### config.mk
export PLATFORM = sky130hd
export DESIGN_NAME = clk_period_meter
export DESIGN_NICKNAME = d
export VERILOG_FILES = /design/src/rtl/clk_period_meter_pkg.sv /design/src/rtl/clk_period_meter_sync_edge_detect.sv /design/src/rtl/clk_period_meter.sv
export SDC_FILE = /design/constraint.sdc
export NUM_CORES = 1
export LEC_CHECK = 0
export BUFFER_PORTS_ARGS = -buffer_cell sky130_fd_sc_hd__buf_2
export CAP_MARGIN = 25
export CORE_ASPECT_RATIO = 0.7
export CORE_MARGIN = 2
export CORE_UTILIZATION = 51
export DETAILED_ROUTE_END_ITERATION = 12
export GPL_TIMING_DRIVEN = 0
export PLACE_DENSITY = 0.74
export SETUP_SLACK_MARGIN = 0.05
export SKIP_LAST_GASP = 1
export SYNTH_ARGS = -nofsm -noshare
export SYNTH_HDL_FRONTEND = slang
export SYNTH_SLANG_ARGS = --single-unit
### constraint.sdc
create_clock -name clk -period 1.9 [get_ports clk]
set_input_delay 0 -clock clk [delete_from_list [all_inputs] [get_ports clk]]
set_output_delay 0 -clock clk [all_outputs]
set_load 0.1 [all_outputs]
### src/rtl/clk_period_meter_pkg.sv
`default_nettype none
// ============================================================================
// Module      : clk_period_meter_pkg
// Description : Shared constants and state encoding for the period meter.
//               Provides the default measurement width, the default stall
//               timeout and the three-state FSM encoding used by
//               clk_period_meter.
// Revision    : 1.0 - initial release
// ============================================================================
package clk_period_meter_pkg;

  // Defaults for the top-level parameters.
  localparam int c_default_cnt_width = 16;
  localparam int c_default_timeout   = 65535;

  // Meter FSM encoding.
  typedef enum logic [1:0] {
    IDLE      = 2'd0,
    MEAS_HIGH = 2'd1,
    MEAS_LOW  = 2'd2
  } meter_state_e;

endpackage : clk_period_meter_pkg
`default_nettype wire

### src/rtl/clk_period_meter_sync_edge_detect.sv
`default_nettype none
// ============================================================================
// Module      : sync_edge_detect
// Description : Brings an asynchronous input into the clk domain through a
//               SYNC_STAGES-flop synchronizer and produces single-cycle
//               rise/fall strobes from the synchronized level. Usable for any
//               slow asynchronous input (dividers, buttons, UART rx).
// Revision    : 1.0 - initial release
// ----------------------------------------------------------------------------
// Parameters  : SYNC_STAGES - synchronizer depth, must be 2 or more
// Ports       : clk   in  system clock
//               rst   in  asynchronous active-high reset
//               d     in  asynchronous input
//               level out synchronized level
//               rise  out one-cycle strobe, synchronized 0->1
//               fall  out one-cycle strobe, synchronized 1->0
// ============================================================================
module sync_edge_detect #(
  parameter int SYNC_STAGES = 2
) (
  input  logic clk,
  input  logic rst,
  input  logic d,
  output logic level,
  output logic rise,
  output logic fall
);

  // sync_q[0] is the first (metastability-catching) stage.
  logic [SYNC_STAGES-1:0] sync_q;
  logic                   prev_q;

  always_ff @(posedge clk or posedge rst) begin
    if (rst) begin
      sync_q <= '0;
      prev_q <= 1'b0;
    end else begin
      sync_q <= {sync_q[SYNC_STAGES-2:0], d};
      prev_q <= sync_q[SYNC_STAGES-1];
    end
  end

  assign level = sync_q[SYNC_STAGES-1];
  assign rise  = level & ~prev_q;
  assign fall  = ~level & prev_q;

endmodule : sync_edge_detect
`default_nettype wire

### src/rtl/clk_period_meter.sv
`default_nettype none
// ============================================================================
// Module      : clk_period_meter
// Description : Measures the period (rise to rise) and high time (rise to
//               fall) of a slow asynchronous square wave in clk cycles and
//               flags the input as stalled when no rising edge arrives within
//               TIMEOUT cycles.
// Revision    : 1.0 - initial release
// ----------------------------------------------------------------------------
// Parameters  : CNT_WIDTH   - width of counter and all measurement outputs
//               SYNC_STAGES - synchronizer depth on sig_in (>= 2)
//               TIMEOUT     - cycles after last rise before stall, 2..2^W-1
// Ports       : clk        in  system clock
//               rst        in  asynchronous active-high reset
//               sig_in     in  asynchronous signal to measure
//               sig_rise   out one-cycle pulse per detected rising edge
//               period_out out last measured period
//               high_out   out high time belonging to period_out
//               meas_valid out one-cycle pulse when period/high update
//               stalled    out level, no rise within TIMEOUT cycles
// Option      : `define CLK_METER_MINMAX_EN adds period_min / period_max
//               (running extremes, cleared when the input stalls).
// ============================================================================
module clk_period_meter
  import clk_period_meter_pkg::*;
#(
  parameter int CNT_WIDTH   = c_default_cnt_width,
  parameter int SYNC_STAGES = 2,
  parameter int TIMEOUT     = c_default_timeout
) (
  input  logic                 clk,
  input  logic                 rst,
  input  logic                 sig_in,
  output logic                 sig_rise,
  output logic [CNT_WIDTH-1:0] period_out,
  output logic [CNT_WIDTH-1:0] high_out,
  output logic                 meas_valid,
  output logic                 stalled
`ifdef CLK_METER_MINMAX_EN
  ,
  output logic [CNT_WIDTH-1:0] period_min,
  output logic [CNT_WIDTH-1:0] period_max
`endif
);

  localparam logic [CNT_WIDTH-1:0] c_timeout = CNT_WIDTH'(TIMEOUT);

  meter_state_e         state_q, state_d;
  logic [CNT_WIDTH-1:0] cnt_q, cnt_d;
  logic [CNT_WIDTH-1:0] high_cap_q, high_cap_d;
  logic [CNT_WIDTH-1:0] period_q, period_d;
  logic [CNT_WIDTH-1:0] high_q, high_d;
  logic                 meas_valid_q, meas_valid_d;
  logic                 stalled_q, stalled_d;
  logic                 sig_rise_q;

  logic w_level;
  logic w_rise;
  logic w_fall;
  logic w_timeout;
  logic w_unused;

  sync_edge_detect #(
    .SYNC_STAGES (SYNC_STAGES)
  ) u_sync (
    .clk   (clk),
    .rst   (rst),
    .d     (sig_in),
    .level (w_level),
    .rise  (w_rise),
    .fall  (w_fall)
  );

  // Only the edge strobes drive the meter.
  assign w_unused = w_level;

  // A rise in the same cycle as the limit completes the measurement instead.
  assign w_timeout = (cnt_q == c_timeout) && !w_rise;

  always_comb begin
    state_d      = state_q;
    high_cap_d   = high_cap_q;
    period_d     = period_q;
    high_d       = high_q;
    meas_valid_d = 1'b0;
    stalled_d    = stalled_q;

    // The counter restarts at 1 on every rise so that a rise every P cycles
    // reads back exactly P at the next rise.
    if (w_rise) begin
      cnt_d = CNT_WIDTH'(1);
    end else if (state_q != IDLE && !w_timeout) begin
      cnt_d = cnt_q + CNT_WIDTH'(1);
    end else begin
      cnt_d = '0;
    end

    case (state_q)
      IDLE: begin
        // First edge only arms the meter; no measurement is reported.
        if (w_rise) begin
          state_d   = MEAS_HIGH;
          stalled_d = 1'b0;
        end
      end
      MEAS_HIGH: begin
        if (w_timeout) begin
          state_d   = IDLE;
          stalled_d = 1'b1;
        end else if (w_fall) begin
          high_cap_d = cnt_q;
          state_d    = MEAS_LOW;
        end
      end
      MEAS_LOW: begin
        if (w_rise) begin
          period_d     = cnt_q;
          high_d       = high_cap_q;
          meas_valid_d = 1'b1;
          state_d      = MEAS_HIGH;
        end else if (w_timeout) begin
          state_d   = IDLE;
          stalled_d = 1'b1;
        end
      end
      default: begin
        state_d = IDLE;
      end
    endcase
  end

  always_ff @(posedge clk or posedge rst) begin
    if (rst) begin
      state_q      <= IDLE;
      cnt_q        <= '0;
      high_cap_q   <= '0;
      period_q     <= '0;
      high_q       <= '0;
      meas_valid_q <= 1'b0;
      stalled_q    <= 1'b0;
      sig_rise_q   <= 1'b0;
    end else begin
      state_q      <= state_d;
      cnt_q        <= cnt_d;
      high_cap_q   <= high_cap_d;
      period_q     <= period_d;
      high_q       <= high_d;
      meas_valid_q <= meas_valid_d;
      stalled_q    <= stalled_d;
      sig_rise_q   <= w_rise;
    end
  end

  assign sig_rise   = sig_rise_q;
  assign period_out = period_q;
  assign high_out   = high_q;
  assign meas_valid = meas_valid_q;
  assign stalled    = stalled_q;

`ifdef CLK_METER_MINMAX_EN
  logic [CNT_WIDTH-1:0] min_q, min_d;
  logic [CNT_WIDTH-1:0] max_q, max_d;

  // Extremes track every completed period and restart whenever the input
  // is declared stalled (the timeout path is the only way stalled_d rises).
  always_comb begin
    min_d = min_q;
    max_d = max_q;
    if (meas_valid_d) begin
      if (period_d < min_q) min_d = period_d;
      if (period_d > max_q) max_d = period_d;
    end else if (stalled_d && !stalled_q) begin
      min_d = '1;
      max_d = '0;
    end
  end

  always_ff @(posedge clk or posedge rst) begin
    if (rst) begin
      min_q <= '1;
      max_q <= '0;
    end else begin
      min_q <= min_d;
      max_q <= max_d;
    end
  end

  assign period_min = min_q;
  assign period_max = max_q;
`endif

endmodule : clk_period_meter
`default_nettype wire

==> flow_summary_export.csv, run 1 <==
group,metric,value,unit
outcome,outcome,"finished clean",
final_layout,multi_input_area,0.001189,mm2
power_and_ir_drop,p_clk_share,33.4,%
sta,skew,0.006856,ns
sta,tightestPinTransition,0.8606,ns
final_layout,fin_nets,289,
worst_setup_path,end_kind,"flip-flop",
power_and_ir_drop,power,0.004030,W
sta,setup_tns,0,ns
drt,vias,1899,
floorplan,design.portCount,38,
sta,setup_viol,0,
final_layout,drive_gt1_share,44.21,%
sta,fin_crit_sh,95.13,%
floorplan,die_height,68.51,um
power_and_ir_drop,vdd_ir_drop_max,481.2,uV
drt,drtPass1Iterations,4,
place,dp_slack,-0.3063,ns
worst_setup_path,r2r_start,"cnt_q[0]$_DFF_PP0_",
drt,routed_via_density,5.275,
drt,routedWlPerCell,15.63,um
drt,drt_iter0_drc,94,
power_and_ir_drop,p_per_area,1095,mW/mm2
drt,detail-route-antenna-nets,0,
sta,rsz0062_at_grt,"false",
logic_synthesis,yosysWarnings,0,
global_route,grt_pass1_wl,9018,um
logic_synthesis,yosysSeqAreaShare,59.43,%
drt,drc,0,
place,dpl.hpwl,3688,um
worst_setup_path,cp.required,2.14,ns
hold_path,hold_end,"u_sync.sync_q[0]$_DFF_PP0_",
clock_network,cts_made_buffers,9,
logic_synthesis,synth_seq_cells,72,
global_route,grt-busiest-layer,"met2",
power_and_ir_drop,power.switching,0.001264,W
floorplan,row_count,23,
logic_synthesis,syn_inst,223,
place,place_congestion,0.7880,
clock_network,clkLatencyLatePin,0.35,ns
floorplan,die_w,96.15,um
worst_setup_path,rr_worst_depth,6,
power_and_ir_drop,p_sw_share,31.36,%
global_route,grt_max_degree,73,
clock_network,clock_path_buffers,2,
global_route,grt_use_met3,6.196,%
logic_synthesis,synthDistinctLibCells,37,
power_and_ir_drop,p_leak,1.865,nW
hold_path,hold_start,"sig_in",
hold_path,hold_depth,2,
floorplan,dieArea,0.006587,mm2
sta,drv_slew,0,
clock_network,clkTransAtPathRegs,0.07,ns
worst_setup_path,criticalPathCategory,"flip-flop to flip-flop",
sta,layout_min_cycle_time,1.807,ns
logic_synthesis,netlist_area,0.003032,mm2
final_layout,areaGrowthSynthToFinish,21.38,%
final_layout,antenna_cells,0,
clock_network,cts_max_level,3,
global_route,grt_pass1_vias,1869,
sta,hold_violations,0,
logic_synthesis,post_synth.cell_area_avg,13.59,um2
final_layout,fillerInstances,428,
logic_synthesis,syn_nets,231,
worst_setup_path,crit_fanout,5,
power_and_ir_drop,p_seq_share,42.6,%
run,maxCapViolCount,0,
power_and_ir_drop,pwr-share-comb,24.0,%
final_layout,seq_area,0.001810,mm2
worst_setup_path,worstPathArrival,2.04,ns
global_route,grt_remaining_overflow,0,
worst_setup_path,r2r_slack,0.09,ns
clock_network,clockRootBuffer,"clkbuf_8",
clock_network,cts_num_sinks,72,
sta,slew-limit-headroom,42.63,%
global_route,grt_util_met2,27.52,%
worst_setup_path,cp-start-kind,"flip-flop",
power_and_ir_drop,intPower,0.002766,W
place,portBuffers,37,
global_route,use_met1,26.01,%
global_route,antenna_found_initial,0,
floorplan,core-area,0.005727,mm2
floorplan,initial_utilization,52.94,%
global_route,grtUsageTotal,18.96,%
sta,max_clock_freq,0.5533,GHz
sta,setup_slack,0.09256,ns
drt,wl,5628,um
worst_setup_path,rr_endpoint,"high_cap_q[9]$_DFFE_PP0P_",
clock_network,cts_tree,"yes",
hold_path,min_path_type,"input port to flip-flop",
placed cells by master, fill, tap and decap left out, types with 6 or more instances in the layout:
| master | instances |
|---|---|
| mux2_2 | 32 |
| mux2_4 | 10 |
| buf_4 | 9 |
| xnor2_1 | 10 |
| mux2_1 | 6 |
| dfrtp_2 | 7 |
| nor2_1 | 20 |
| clkbuf_8 | 11 |
| buf_2 | 38 |
| nand2_1 | 8 |
| inv_1 | 7 |
| dfrtp_1 | 65 |
power groups by stage:
stage	registers (W)	clock network (W)	logic, W
6_report	0.00171	0.00135	0.000968
5_1_grt	0.00173	0.00143	0.00104
4_1_cts	0.00171	0.00136	0.000936
3_5_place_dp	0.00175	0	0.000854
3_3_place_gp	0.00175	0	0.000833
2_1_floorplan	0.00202	0	0.000418
critical path: stages, from the launching register on:
cell and delay (ns):
dfrtp_2 0.40, ha_4 0.16, nand4_4 0.13, nor4_4 0.40, nor3b_4 0.12, buf_4 0.19, mux2_4 0.30
synth_stat cells:
cell type / number / area [um2]
nor4_4: 1 / 21.27
or4b_1: 1 / 10.01
nand2b_1: 3 / 18.77
buf_6: 1 / 11.26
and2_1: 1 / 6.260
and3b_1: 1 / 8.760
nor4_1: 2 / 12.51
nor3b_2: 1 / 12.51
nand2_1: 8 / 30.03
nand4_1: 4 / 25.02
a21boi_0: 1 / 7.510
nand3_1: 4 / 20.02
o21ai_0: 3 / 15.01
mux2_1: 6 / 67.56
nor3b_1: 1 / 7.510
o22a_1: 1 / 8.760
dfrtp_1: 72 / 1802
mux2_2: 32 / 360.4
clkbuf_1: 3 / 11.26
a22o_1: 1 / 8.760
or3_1: 3 / 18.77
o31ai_1: 1 / 7.510
buf_2: 3 / 15.01
a21o_1: 1 / 7.510
nand4_2: 1 / 12.51
ha_1: 5 / 62.56
xor2_1: 3 / 26.28
or4_1: 1 / 7.510
and3_1: 1 / 6.260
nor2_1: 20 / 75.07
mux2_4: 10 / 150.1
xnor2_1: 10 / 87.58
buf_1: 1 / 3.750
nand4_4: 1 / 21.27
inv_1: 8 / 30.03
a21oi_1: 3 / 15.01
nor3_1: 4 / 20.02
what timing repair did:
| item | in CTS | in global routing |
|---|---|---|
| setup buffers | 6 | 2 |
| resized for setup | 11 | 12 |
| pin swaps | 2 | 3 |
| setup endpoints to repair | 59 | 29 |
| hold endpoints to repair | 73 | 0 |
| gates cloned | 0 | 1 |
| hold buffers | 2 | 0 |
sequential cells by signal (all words and copies together) (netlist names):
| register | count |
|---|---|
| high_out | 16 |
| state_q | 2 |
| u_sync.sync_q | 2 |
| sig_rise | 1 |
| period_out | 16 |
| meas_valid | 1 |
| u_sync.prev_q | 1 |
| stalled | 1 |
| cnt_q | 16 |
| high_cap_q | 16 |
final cells by class:
class,instances,share of cell area [%]
clock buffers,12,4.216
inverters,8,0.8841
clock inverters,3,1.768
flip-flops and latches,72,49.20
multi-input cells,135,32.30
well taps,75,2.550
plain buffers,7,1.564
repair buffers,48,7.514
routing by layer:
metal | wire (um) | vias to the layer above | part of all wire, %
met2 | 2471 | 49 | 44
met1 | 2779 | 948 | 49
met4 | 100 | 0 | 1.8
li1 | - | 892 | -
met3 | 276 | 10 | 4.9
met5 | 0 | - | 0
stage by stage:
stage	cells	hold WS [ns]	utilization, %	area [um2]
after CTS	357	0.2826	63.49	3636
after global routing	360	0.2936	64.26	3680
after global placement	335	0.1096	57.96	3319
after detailed placement	335	0.1174	58.01	3322
after floorplan	223	0.03143	-	3040
final	360	0.2838	64.26	3680
worst max path at each step:
stage | endpoint | startpoint
2_1_floorplan | high_cap_q[0]$_DFFE_PP0P_ | cnt_q[0]$_DFF_PP0_
3_3_place_gp | period_out[15]$_DFFE_PP0P_ | rst
3_5_place_dp | high_cap_q[3]$_DFFE_PP0P_ | cnt_q[0]$_DFF_PP0_
4_1_cts | high_cap_q[11]$_DFFE_PP0P_ | cnt_q[0]$_DFF_PP0_
5_1_grt | high_cap_q[9]$_DFFE_PP0P_ | cnt_q[0]$_DFF_PP0_
6_report | high_cap_q[9]$_DFFE_PP0P_ | cnt_q[0]$_DFF_PP0_
logic make-up after synthesis:
family	count (synthesis)	share of synthesized area (%)
compound gates	11	2.311
xor+xnor	13	3.756
fa+ha+maj	5	2.064
buf+inv	16	2.352
flops	72	59.43
mux	48	19.07
simple gates	58	11.02
(Power assumes the default switching activity.)
==> run 2, diff against run 1 <==
--- a/config.mk
+++ b/config.mk
@@ -11,7 +11,7 @@
 export CORE_MARGIN = 2
 export CORE_UTILIZATION = 51
 export DETAILED_ROUTE_END_ITERATION = 12
-export GPL_TIMING_DRIVEN = 0
+export GPL_ROUTABILITY_DRIVEN = 0
 export PLACE_DENSITY = 0.74
 export SETUP_SLACK_MARGIN = 0.05
 export SKIP_LAST_GASP = 1
==> run 2 against run 1 <==
Against the previous run:
- routed wire length is 1.6% higher
- combinational power is 8% higher
- final cell count is 4.7% higher
- design area is 3.5% higher
- clock-buffer cell count is 1 lower
- global-route usage is 1.4 points higher
- register-to-register slack better by 0.04 ns
- critical path depth is 1 higher
- die area stayed put
- via count is 1.9% higher
- first-iteration DRC count is 18% higher
- non-clock buffer count is 16 higher
- critical path type unchanged
- largest power group unchanged
- highest routed layer unchanged
==> flow_summary_export.csv, run 2 (synthesized netlist as in run 1, its figures left out) <==
group,metric,value,unit
run,maxCapViolCount,0,
drt,drtPass1Iterations,4,
floorplan,core-area,0.005727,mm2
final_layout,layout_commonest_cell,"dfrtp_1",
worst_setup_path,r2r_start,"cnt_q[0]$_DFF_PP0_",
worst_setup_path,cp.required,2.19,ns
drt,routed_via_density,5.135,
sta,drv_slew,0,
clock_network,cts_num_sinks,72,
global_route,grtUsageTotal,20.36,%
drt,drc,0,
clock_network,clock_path_buffers,2,
drt,routedWlPerCell,15.16,um
worst_setup_path,crit_fanout,4,
sta,skew,0.007438,ns
worst_setup_path,end_kind,"flip-flop",
floorplan,die_height,68.51,um
worst_setup_path,worstPathArrival,2.06,ns
sta,max_clock_freq,0.5648,GHz
sta,rsz0062_at_grt,"true",
global_route,grt_max_degree,73,
clock_network,cts_max_level,3,
floorplan,die_w,96.15,um
sta,slew-limit-headroom,67.47,%
power_and_ir_drop,vdd_ir_drop_max,596.0,uV
drt,drt_iter0_drc,111,
worst_setup_path,criticalPathCategory,"flip-flop to flip-flop",
power_and_ir_drop,p_leak,1.976,nW
floorplan,design.portCount,38,
outcome,outcome,"finished clean",
floorplan,dieArea,0.006587,mm2
final_layout,fin_nets,305,
drt,detail-route-antenna-nets,0,
final_layout,drive_gt1_share,44.37,%
final_layout,fin_util,66.51,%
final_layout,final_cell_mix,"dfrtp_1, buf_2, mux2_2",
final_layout,areaGrowthSynthToFinish,25.63,%
worst_setup_path,rr_worst_depth,7,
worst_setup_path,r2r_slack,0.13,ns
sta,hold_violations,0,
hold_path,min_path_type,"input port to async pin",
global_route,grt_remaining_overflow,0,
clock_network,cts_tree,"yes",
power_and_ir_drop,p_per_area,1067,mW/mm2
sta,setup_viol,0,
floorplan,row_count,23,
final_layout,antenna_cells,0,
drt,vias,1936,
clock_network,clockRootBuffer,"clkbuf_8",
place,placed_cell_area,0.003538,mm2
worst_setup_path,rr_endpoint,"stalled$_DFFE_PP0P_",
final_layout,design_area,0.003809,mm2
sta,fin_crit_sh,93.18,%
sta,tightestPinTransition,0.4914,ns
global_route,grt_pass1_wl,9577,um
floorplan,initial_utilization,52.94,%
sta,layout_min_cycle_time,1.770,ns
global_route,grt_pass1_vias,1885,
worst_setup_path,cp-start-kind,"flip-flop",
drt,wl,5717,um
final_layout,fillerInstances,432,
clock_network,cts_made_buffers,9,
place,portBuffers,37,
clock_network,clkLatencyLatePin,0.35,ns
clock_network,clkTransAtPathRegs,0.07,ns
global_route,antenna_found_initial,0,
place,dpl.hpwl,3945,um
run 2: cell count changes in the layout (fill, tap and decap cells not counted), sizes merged:
cell	delta
clkbuf	-4
clkinv	+1
inv	+1
buf	+19
run 2: repair_timing:
| action | in CTS | in global routing |
|---|---|---|
| setup buffers | 2 | 0 |
| pin swaps | 1 | 0 |
| cloned | 0 | 0 |
| setup endpoints to repair | 16 | 2 |
| hold buffers | 2 | 0 |
| resized for setup | 0 | 4 |
| endpoints found under the hold margin | 73 | 0 |
run 2: layout make-up:
cell class                 instances  area [um2]  share of cell area, %
inverter                           8       30.03                 0.7884
clock buffer                      11       141.4                  3.712
multi-input combinational        135        1180                  30.98
sequential                        72        1802                  47.31
tap                               75       93.84                  2.464
clock inverter                     5       78.83                  2.070
timing repair buffer              71       483.0                  12.68
run 2: metal layers:
| metal | track usage (%) | part of all wire, % |
|---|---|---|
| met1 | 29.28 | 50 |
| met2 | 28.65 | 44 |
| met3 | 8.478 | 5.3 |
| met4 | 5.357 | 0.91 |
| met5 | 0 | 0 |
run 2: worst max-delay path by stage:
| stage | startpoint | slack [ns] | end | depth (start not counted) |
|---|---|---|---|---|
| after global placement | cnt_q[0]$_DFF_PP0_ | -0.23 | high_cap_q[14]$_DFFE_PP0P_ | 5 |
| after floorplan | cnt_q[0]$_DFF_PP0_ | 0.05 | high_cap_q[0]$_DFFE_PP0P_ | 6 |
| after CTS | state_q[0]$_DFFE_PP0P_ | 0.06 | state_q[0]$_DFFE_PP0P_ | 7 |
| after global routing | cnt_q[0]$_DFF_PP0_ | 0.03 | stalled$_DFFE_PP0P_ | 7 |
| final | cnt_q[0]$_DFF_PP0_ | 0.13 | stalled$_DFFE_PP0P_ | 7 |
| after detailed placement | cnt_q[0]$_DFF_PP0_ | -0.30 | high_cap_q[12]$_DFFE_PP0P_ | 5 |
run 2: report_power, final:
group          internal, W  leakage [nW]  switching, W
combinational     0.000378         0.871      0.000668
sequential         0.00163         0.991     0.0000563
clock             0.000775         0.114      0.000553
run 2: per-stage QoR:
stage	total power (W)	setup TNS [ns]	cells	hold WS [ns]	setup WS (ns)
global route	0.004276	0	377	0.2808	0.02904
global placement	0.002689	-3.324	357	0.1062	-0.2288
CTS	0.004088	0	377	0.2662	0.05955
detailed placement	0.002723	-4.358	357	0.1108	-0.3019
floorplan	0.002437	0	223	0.03143	0.05452
finish	0.004064	0	377	0.2665	0.1296
run 2: worst max-delay path: stages (launching register included):
cell	delay, ns
dfrtp_1	0.36
ha_1	0.22
nand4_4	0.14
nor4_4	0.25
buf_4	0.19
nor3b_1	0.25
buf_4	0.17
a22o_1	0.13
